### config.mk
export PLATFORM = sky130hd
export DESIGN_NAME = control_word_sequencer
export DESIGN_NICKNAME = d
export VERILOG_FILES = /design/src/rtl/control_word_sequencer_pkg.sv /design/src/rtl/control_word_sequencer_strobe_edge_detect.sv /design/src/rtl/control_word_sequencer.sv
export SDC_FILE = /design/constraint.sdc
export NUM_CORES = 1
export LEC_CHECK = 0
export BUFFER_PORTS_ARGS = -buffer_cell sky130_fd_sc_hd__buf_2
export CAP_MARGIN = 20
export CELL_PAD_IN_SITES_DETAIL_PLACEMENT = 0
export CELL_PAD_IN_SITES_GLOBAL_PLACEMENT = 1
export CORE_ASPECT_RATIO = 2
export CORE_MARGIN = 2
export CORE_UTILIZATION = 35
export DETAILED_ROUTE_END_ITERATION = 7
export GPL_TIMING_DRIVEN = 0
export PLACE_DENSITY = 0.71
export SETUP_SLACK_MARGIN = 0.1
export SLEW_MARGIN = 30
export SYNTH_ARGS = -nofsm -noshare
export SYNTH_HDL_FRONTEND = slang
export SYNTH_SLANG_ARGS = --single-unit
### constraint.sdc
create_clock -name clk -period 1.75 [get_ports clk]
set_clock_uncertainty 0.2 [all_clocks]
set_input_delay 0.175 -clock clk [delete_from_list [all_inputs] [get_ports clk]]
set_output_delay 0.175 -clock clk [all_outputs]
set_load 0.01 [all_outputs]
### src/rtl/control_word_sequencer_pkg.sv
// Shared types and bit positions for the ICW/OCW control word sequencer.
// The flag vector packs the five write requests so one edge detector serves all of them.
package control_word_sequencer_pkg;

   typedef enum logic [2:0] {
      ST_UNINIT,
      ST_WAIT_ICW2,
      ST_WAIT_ICW3,
      ST_WAIT_ICW4,
      ST_READY
   } cws_state_e;

   localparam int NUM_FLAGS    = 5;
   localparam int FLAG_ICW1    = 0;
   localparam int FLAG_ICW2_4  = 1;
   localparam int FLAG_OCW1    = 2;
   localparam int FLAG_OCW2    = 3;
   localparam int FLAG_OCW3    = 4;

   localparam int ICW1_IC4     = 0;
   localparam int ICW1_SNGL    = 1;
   localparam int ICW1_LTIM    = 3;
   localparam int OCW3_ESMM    = 6;
   localparam int OCW3_SMM     = 5;
   localparam int OCW3_P       = 2;
   localparam int OCW3_RR      = 1;
   localparam int OCW3_RIS     = 0;

   localparam logic [2:0] OCW2_NS_EOI       = 3'b001;
   localparam logic [2:0] OCW2_SP_EOI       = 3'b011;
   localparam logic [2:0] OCW2_ROT_NS_EOI   = 3'b101;
   localparam logic [2:0] OCW2_SET_ROT_AEOI = 3'b100;
   localparam logic [2:0] OCW2_CLR_ROT_AEOI = 3'b000;
   localparam logic [2:0] OCW2_ROT_SP_EOI   = 3'b111;
   localparam logic [2:0] OCW2_SET_PRIO     = 3'b110;

   // Every programmed control bit plus the three command pulses, held as one record.
   typedef struct packed {
      logic       ltim;
      logic       single_mode;
      logic       ic4;
      logic [4:0] vector_base;
      logic [7:0] cascade_config;
      logic       upm;
      logic       aeoi;
      logic [1:0] buffered_mode;
      logic       sfnm;
      logic [7:0] imr;
      logic       ocw2_valid;
      logic [2:0] ocw2_cmd;
      logic [2:0] ocw2_level;
      logic       rotate_on_aeoi;
      logic       special_mask_mode;
      logic       read_isr;
      logic       poll_pulse;
      logic       init_pulse;
   } cws_regs_t;

endpackage

### src/rtl/control_word_sequencer_strobe_edge_detect.sv
// Turns level write-request flags into single-cycle fire strobes.
// History clears on reset so a flag already high at release fires once.
module strobe_edge_detect #(
   parameter int WIDTH       = 5,
   parameter bit EDGE_DETECT = 1'b1
) (
   input  logic             clk,
   input  logic             reset,
   input  logic [WIDTH-1:0] flags_i,
   output logic [WIDTH-1:0] fire_o
);

   logic [WIDTH-1:0] prev_q;

   always_ff @(posedge clk) begin
      if (reset) begin
         prev_q <= '0;
      end else begin
         prev_q <= flags_i;
      end
   end

   generate
      if (EDGE_DETECT) begin : g_edge
         assign fire_o = flags_i & ~prev_q;
      end else begin : g_level
         assign fire_o = flags_i;
      end
   endgenerate

endmodule

### src/rtl/control_word_sequencer.sv
// Sequences ICW1..ICW4 initialization and decodes OCW1..OCW3 writes,
// holding every programmed control register for the interrupt controller core.
module control_word_sequencer
   import control_word_sequencer_pkg::*;
#(
   parameter bit EDGE_DETECT = 1'b1
) (
   input  logic       clk,
   input  logic       reset,
   input  logic [7:0] internal_data_bus,
   input  logic       ICW1,
   input  logic       ICW2_4,
   input  logic       OCW1,
   input  logic       OCW2,
   input  logic       OCW3,
   output logic       init_done,
   output logic       init_pulse,
   output logic       ltim,
   output logic       single_mode,
   output logic [4:0] vector_base,
   output logic [7:0] cascade_config,
   output logic       upm,
   output logic       aeoi,
   output logic [1:0] buffered_mode,
   output logic       sfnm,
   output logic [7:0] imr,
   output logic       ocw2_valid,
   output logic [2:0] ocw2_cmd,
   output logic [2:0] ocw2_level,
   output logic       rotate_on_aeoi,
   output logic       special_mask_mode,
   output logic       read_isr,
   output logic       poll_pulse
);

   logic [NUM_FLAGS-1:0] flags;
   logic [NUM_FLAGS-1:0] fire;
   cws_state_e           state_q, state_d;
   cws_regs_t            regs_q, regs_d;
   logic [7:0]           d;

   assign d = internal_data_bus;

   always_comb begin
      flags              = '0;
      flags[FLAG_ICW1]   = ICW1;
      flags[FLAG_ICW2_4] = ICW2_4;
      flags[FLAG_OCW1]   = OCW1;
      flags[FLAG_OCW2]   = OCW2;
      flags[FLAG_OCW3]   = OCW3;
   end

   strobe_edge_detect #(
      .WIDTH       (NUM_FLAGS),
      .EDGE_DETECT (EDGE_DETECT)
   ) u_edge (
      .clk     (clk),
      .reset   (reset),
      .flags_i (flags),
      .fire_o  (fire)
   );

   always_ff @(posedge clk) begin
      if (reset) begin
         state_q <= ST_UNINIT;
         regs_q  <= '0;
      end else begin
         state_q <= state_d;
         regs_q  <= regs_d;
      end
   end

   always_comb begin
      state_d           = state_q;
      regs_d            = regs_q;
      regs_d.init_pulse = 1'b0;
      regs_d.ocw2_valid = 1'b0;
      regs_d.poll_pulse = 1'b0;

      // ICW1 restarts initialization from any state and swallows every other flag.
      if (fire[FLAG_ICW1]) begin
         state_d                  = ST_WAIT_ICW2;
         regs_d.init_pulse        = 1'b1;
         regs_d.ltim              = d[ICW1_LTIM];
         regs_d.single_mode       = d[ICW1_SNGL];
         regs_d.ic4               = d[ICW1_IC4];
         regs_d.imr               = '0;
         regs_d.special_mask_mode = 1'b0;
         regs_d.read_isr          = 1'b0;
         regs_d.rotate_on_aeoi    = 1'b0;
         regs_d.ocw2_cmd          = '0;
         regs_d.ocw2_level        = '0;
         regs_d.cascade_config    = '0;
         regs_d.upm               = 1'b0;
         regs_d.aeoi              = 1'b0;
         regs_d.buffered_mode     = '0;
         regs_d.sfnm              = 1'b0;
      end else begin
         unique case (state_q)
            ST_WAIT_ICW2: begin
               if (fire[FLAG_ICW2_4]) begin
                  regs_d.vector_base = d[7:3];
                  if (!regs_q.single_mode) begin
                     state_d = ST_WAIT_ICW3;
                  end else if (regs_q.ic4) begin
                     state_d = ST_WAIT_ICW4;
                  end else begin
                     state_d = ST_READY;
                  end
               end
            end
            ST_WAIT_ICW3: begin
               if (fire[FLAG_ICW2_4]) begin
                  regs_d.cascade_config = d;
                  state_d = regs_q.ic4 ? ST_WAIT_ICW4 : ST_READY;
               end
            end
            ST_WAIT_ICW4: begin
               if (fire[FLAG_ICW2_4]) begin
                  regs_d.sfnm          = d[4];
                  regs_d.buffered_mode = d[3:2];
                  regs_d.aeoi          = d[1];
                  regs_d.upm           = d[0];
                  state_d              = ST_READY;
               end
            end
            ST_READY: begin
               // A0=1 writes mean IMR once operational; ICW2_4 is dropped here.
               if (fire[FLAG_OCW1]) begin
                  regs_d.imr = d;
               end
               if (fire[FLAG_OCW2]) begin
                  regs_d.ocw2_valid = 1'b1;
                  regs_d.ocw2_cmd   = d[7:5];
                  regs_d.ocw2_level = d[2:0];
                  if (d[7:5] == OCW2_SET_ROT_AEOI) begin
                     regs_d.rotate_on_aeoi = 1'b1;
                  end else if (d[7:5] == OCW2_CLR_ROT_AEOI) begin
                     regs_d.rotate_on_aeoi = 1'b0;
                  end
               end
               if (fire[FLAG_OCW3]) begin
                  if (d[OCW3_ESMM]) begin
                     regs_d.special_mask_mode = d[OCW3_SMM];
                  end
                  if (d[OCW3_RR]) begin
                     regs_d.read_isr = d[OCW3_RIS];
                  end
                  regs_d.poll_pulse = d[OCW3_P];
               end
            end
            default: begin
            end
         endcase
      end
   end

   assign init_done         = (state_q == ST_READY);
   assign init_pulse        = regs_q.init_pulse;
   assign ltim              = regs_q.ltim;
   assign single_mode       = regs_q.single_mode;
   assign vector_base       = regs_q.vector_base;
   assign cascade_config    = regs_q.cascade_config;
   assign upm               = regs_q.upm;
   assign aeoi              = regs_q.aeoi;
   assign buffered_mode     = regs_q.buffered_mode;
   assign sfnm              = regs_q.sfnm;
   assign imr               = regs_q.imr;
   assign ocw2_valid        = regs_q.ocw2_valid;
   assign ocw2_cmd          = regs_q.ocw2_cmd;
   assign ocw2_level        = regs_q.ocw2_level;
   assign rotate_on_aeoi    = regs_q.rotate_on_aeoi;
   assign special_mask_mode = regs_q.special_mask_mode;
   assign read_isr          = regs_q.read_isr;
   assign poll_pulse        = regs_q.poll_pulse;

endmodule
==> results by group <==
Synthesis
  – Mapped Nets: 241
  – Netlist Area Pre-Place: 2173 µm²
  – Ys Warns: 0
  – Ys async rst share: 0%
  – Post-synth EDFFs: 0
  – Register area share after synthesis: 45.14%
  – Post-Syn Instances: 226
  – Post-synth top flop: dfxtp_1
  – FF+latch count, synth: 49
  – Mapped Avg Cell Area: 9.617 µm²
  – Yosys cell types: 27

Floorplanning
  – Chip Height: 115.4 µm
  – Die area: between 6000 and 7000 µm²
  – Core Footprint: 6006 µm²
  – FP Rows: 40
  – Ports: 56
  – Die Width: 59.72 µm
  – Initial Utilization: 36.19%

Pwr
  – P_int: ~1.7 mW
  – Clock network fraction of total power: 41.0%
  – Seq pwr share: between 50% and 60%
  – Final Power: 2.280 mW
  – Combinational power share: 8.9%
  – Pwr dens: 783.6 nW/µm²
  – Sw power: 0.5366 mW
  – Sw Share: 23.53%
  – P_leak: 1.454 nW
  – Worst IR Drop VDD: approximately 0.59 mV

STA
  – Setup violations, final: 0
  – Hold Fails Final Rpt: 0
  – Final period util: 94.35%
  – FMAX: 605.6 MHz
  – Worst Tran Pin Value: 0.4933 ns
  – Slew Limit Fails: 0
  – Worst slew margin: 67.11%
  – Fin crit period: 1.651 ns
  – RSZ-0062 raised after global routing: true

Setup path
  – Critical Path Sink Type: flop
  – Crit path max fanout: 4
  – Reg2reg start: u_edge.prev_q[1]
  – CP required: 1.77 ns
  – Crit start category: flop
  – Crit. Startpoint: u_edge.prev_q[1]
  – Worst setup path category: reg -> reg
  – Crit path DAT: 1.67 ns

Finish
  – Area Overhead vs Synth: 33.91%
  – Final core occ: 48.46%
  – Fin area: 2910 µm²
  – Most common cell after layout, fill and taps aside: buf_2
  – Final cell count without fillers: 373
  – Final net count: 324
  – Layout cells sized above 1: 39.03%
  – Most frequent cells in the layout: 58 x buf_2, 47 x dfxtp_1, 38 x buf_4, 38 x nand3_1, 35 x mux2i_1
  – ANT cells: 0

Clocking
  – H-tree Lvls: 2
  – Root Buffer: clkbuf_16
  – Max Buffers Root-to-Sink: 2
  – CTS tree: yes
  – Num CTS Buffers: 5
  – CTS sink cnt: 49
  – Clk_lat worst skew: between 0.2 and 0.3 ns
  – Clock transition at path regs: 0.06 ns

Route
  – DRT Pass-1 Iters: 4
  – Antenna-violating nets left: 0
  – Routed length per instance: 14.37 µm
  – Routed via count: 1809
  – Via density: 4.850
  – Routed wire length: 5361 µm
  – DRC Markers: 0
  – DR iter-0 viols: 28

Global routing
  – Initial antenna violation count: 0
  – Largest net degree at the start of global routing: 16
  – First-pass GRT wire length: 8411 µm
  – Global-route usage over all layers: 16.09%
  – Gr ovfl total: 0
  – Vias in the first global route: 1751

Hold path
  – Hold_sp: internal_data_bus[2]
  – Worst Hold Class: in -> reg

Placement
  – GPL Wtd Cong: 0.8092
  – IO buf count: 54
  – Inst Count DP: 343
  – DP Wirelength: about 4000 µm
  – Dpl cell area: 2529 µm²

Status
  – Status: completed

Job
  – Number of max-cap violations: 0
## synthesized netlist by cell type, types with 2 or more instances
| cell | count | area, µm² |
|---|---|---|
| mux2i_1 | 35 | 350.3 |
| nand3b_1 | 4 | 30.03 |
| nand2_1 | 18 | 67.56 |
| inv_1 | 2 | 7.510 |
| o21ai_0 | 2 | 10.01 |
| nand4b_1 | 2 | 17.52 |
| buf_4 | 29 | 217.7 |
| nand3_1 | 39 | 195.2 |
| dfxtp_1 | 49 | 980.9 |
| buf_2 | 4 | 20.02 |
| nor2_1 | 2 | 7.510 |
| nor3b_2 | 2 | 25.02 |
| nor2b_1 | 12 | 75.07 |
| clkbuf_1 | 9 | 33.78 |
| a21oi_1 | 5 | 25.02 |
## cell type report
type,count,area (µm²)
timing repair buffer,76,473.0
tap,63,78.83
multi-input combinational,132,937.1
clock inverter,3,17.52
inverter,2,7.507
sequential,49,983.4
buffer,43,287.8
clock buffer,5,125.1
fill,607,3095
## per-stage QoR
step	setup TNS, ns	hold WS (ns)	setup slack, ns
global placement	-1.192	0.2066	-0.09857
CTS	0	0.1040	0.09181
global route	0	0.1148	0.04138
finish	0	0.09311	0.09885
floorplan	0	0.1032	0.1246
detailed placement	-1.470	0.2159	-0.09726
## state kept, by name, indices dropped and copies added (netlist names), 2 cells and up
name / count
ocw2_level: 3
imr: 8
ocw2_cmd: 3
vector_base: 5
cascade_config: 8
state_q: 3
u_edge.prev_q: 5
buffered_mode: 2
## worst max-delay path, cell delays in order, from the launching register on
cell     delay, ns
dfxtp_2       0.32
or3b_4        0.44
or4b_1        0.50
a21oi_2       0.13
## per-layer routing
| metal | part of all wire [%] | up-vias | track usage [%] | wire [µm] |
|---|---|---|---|---|
| met1 | 39 | 849 | 17.28 | 2094 |
| li1 | - | 914 | - | - |
| met2 | 56 | 37 | 29.78 | 2979 |
| met5 | 0 | - | 0 | 0 |
| met3 | 2.9 | 9 | 2.232 | 153 |
| met4 | 2.5 | 0 | 6.963 | 133 |
## final timing paths
check               end  slack (ns)  cells past startpoint
max reg2reg  state_q[1]         0.1                      3
min          poll_pulse        0.09                      3
max          state_q[1]         0.1                      3
min reg2reg  init_pulse        0.24                      1
## repair_timing
item                       CTS  global route
resized for setup           11             8
setup buffers                7             3
hold buffers                12             0
pin swaps                    6             2
hold endpoints to repair    14             0
setup endpoints to repair   38            34
## power groups by stage
| stage | sequential, mW | clock, mW | combinational, mW |
|---|---|---|---|
| after floorplan | 1.17 | 0 | 0.104 |
| after global placement | 1.17 | 0 | 0.169 |
| after detailed placement | 1.17 | 0 | 0.170 |
| after CTS | 1.14 | 0.953 | 0.200 |
| after global routing | 1.14 | 0.998 | 0.220 |
| final | 1.14 | 0.935 | 0.203 |
## cells by family after synthesis
kind of cell,synth area share (%)
AOI/OAI and AO/OA,2.994
and+or+nand+nor,22.74
muxes,16.12
buffers and inverters,13.01
DFF,45.14
Power figures use the tool's default switching activity.
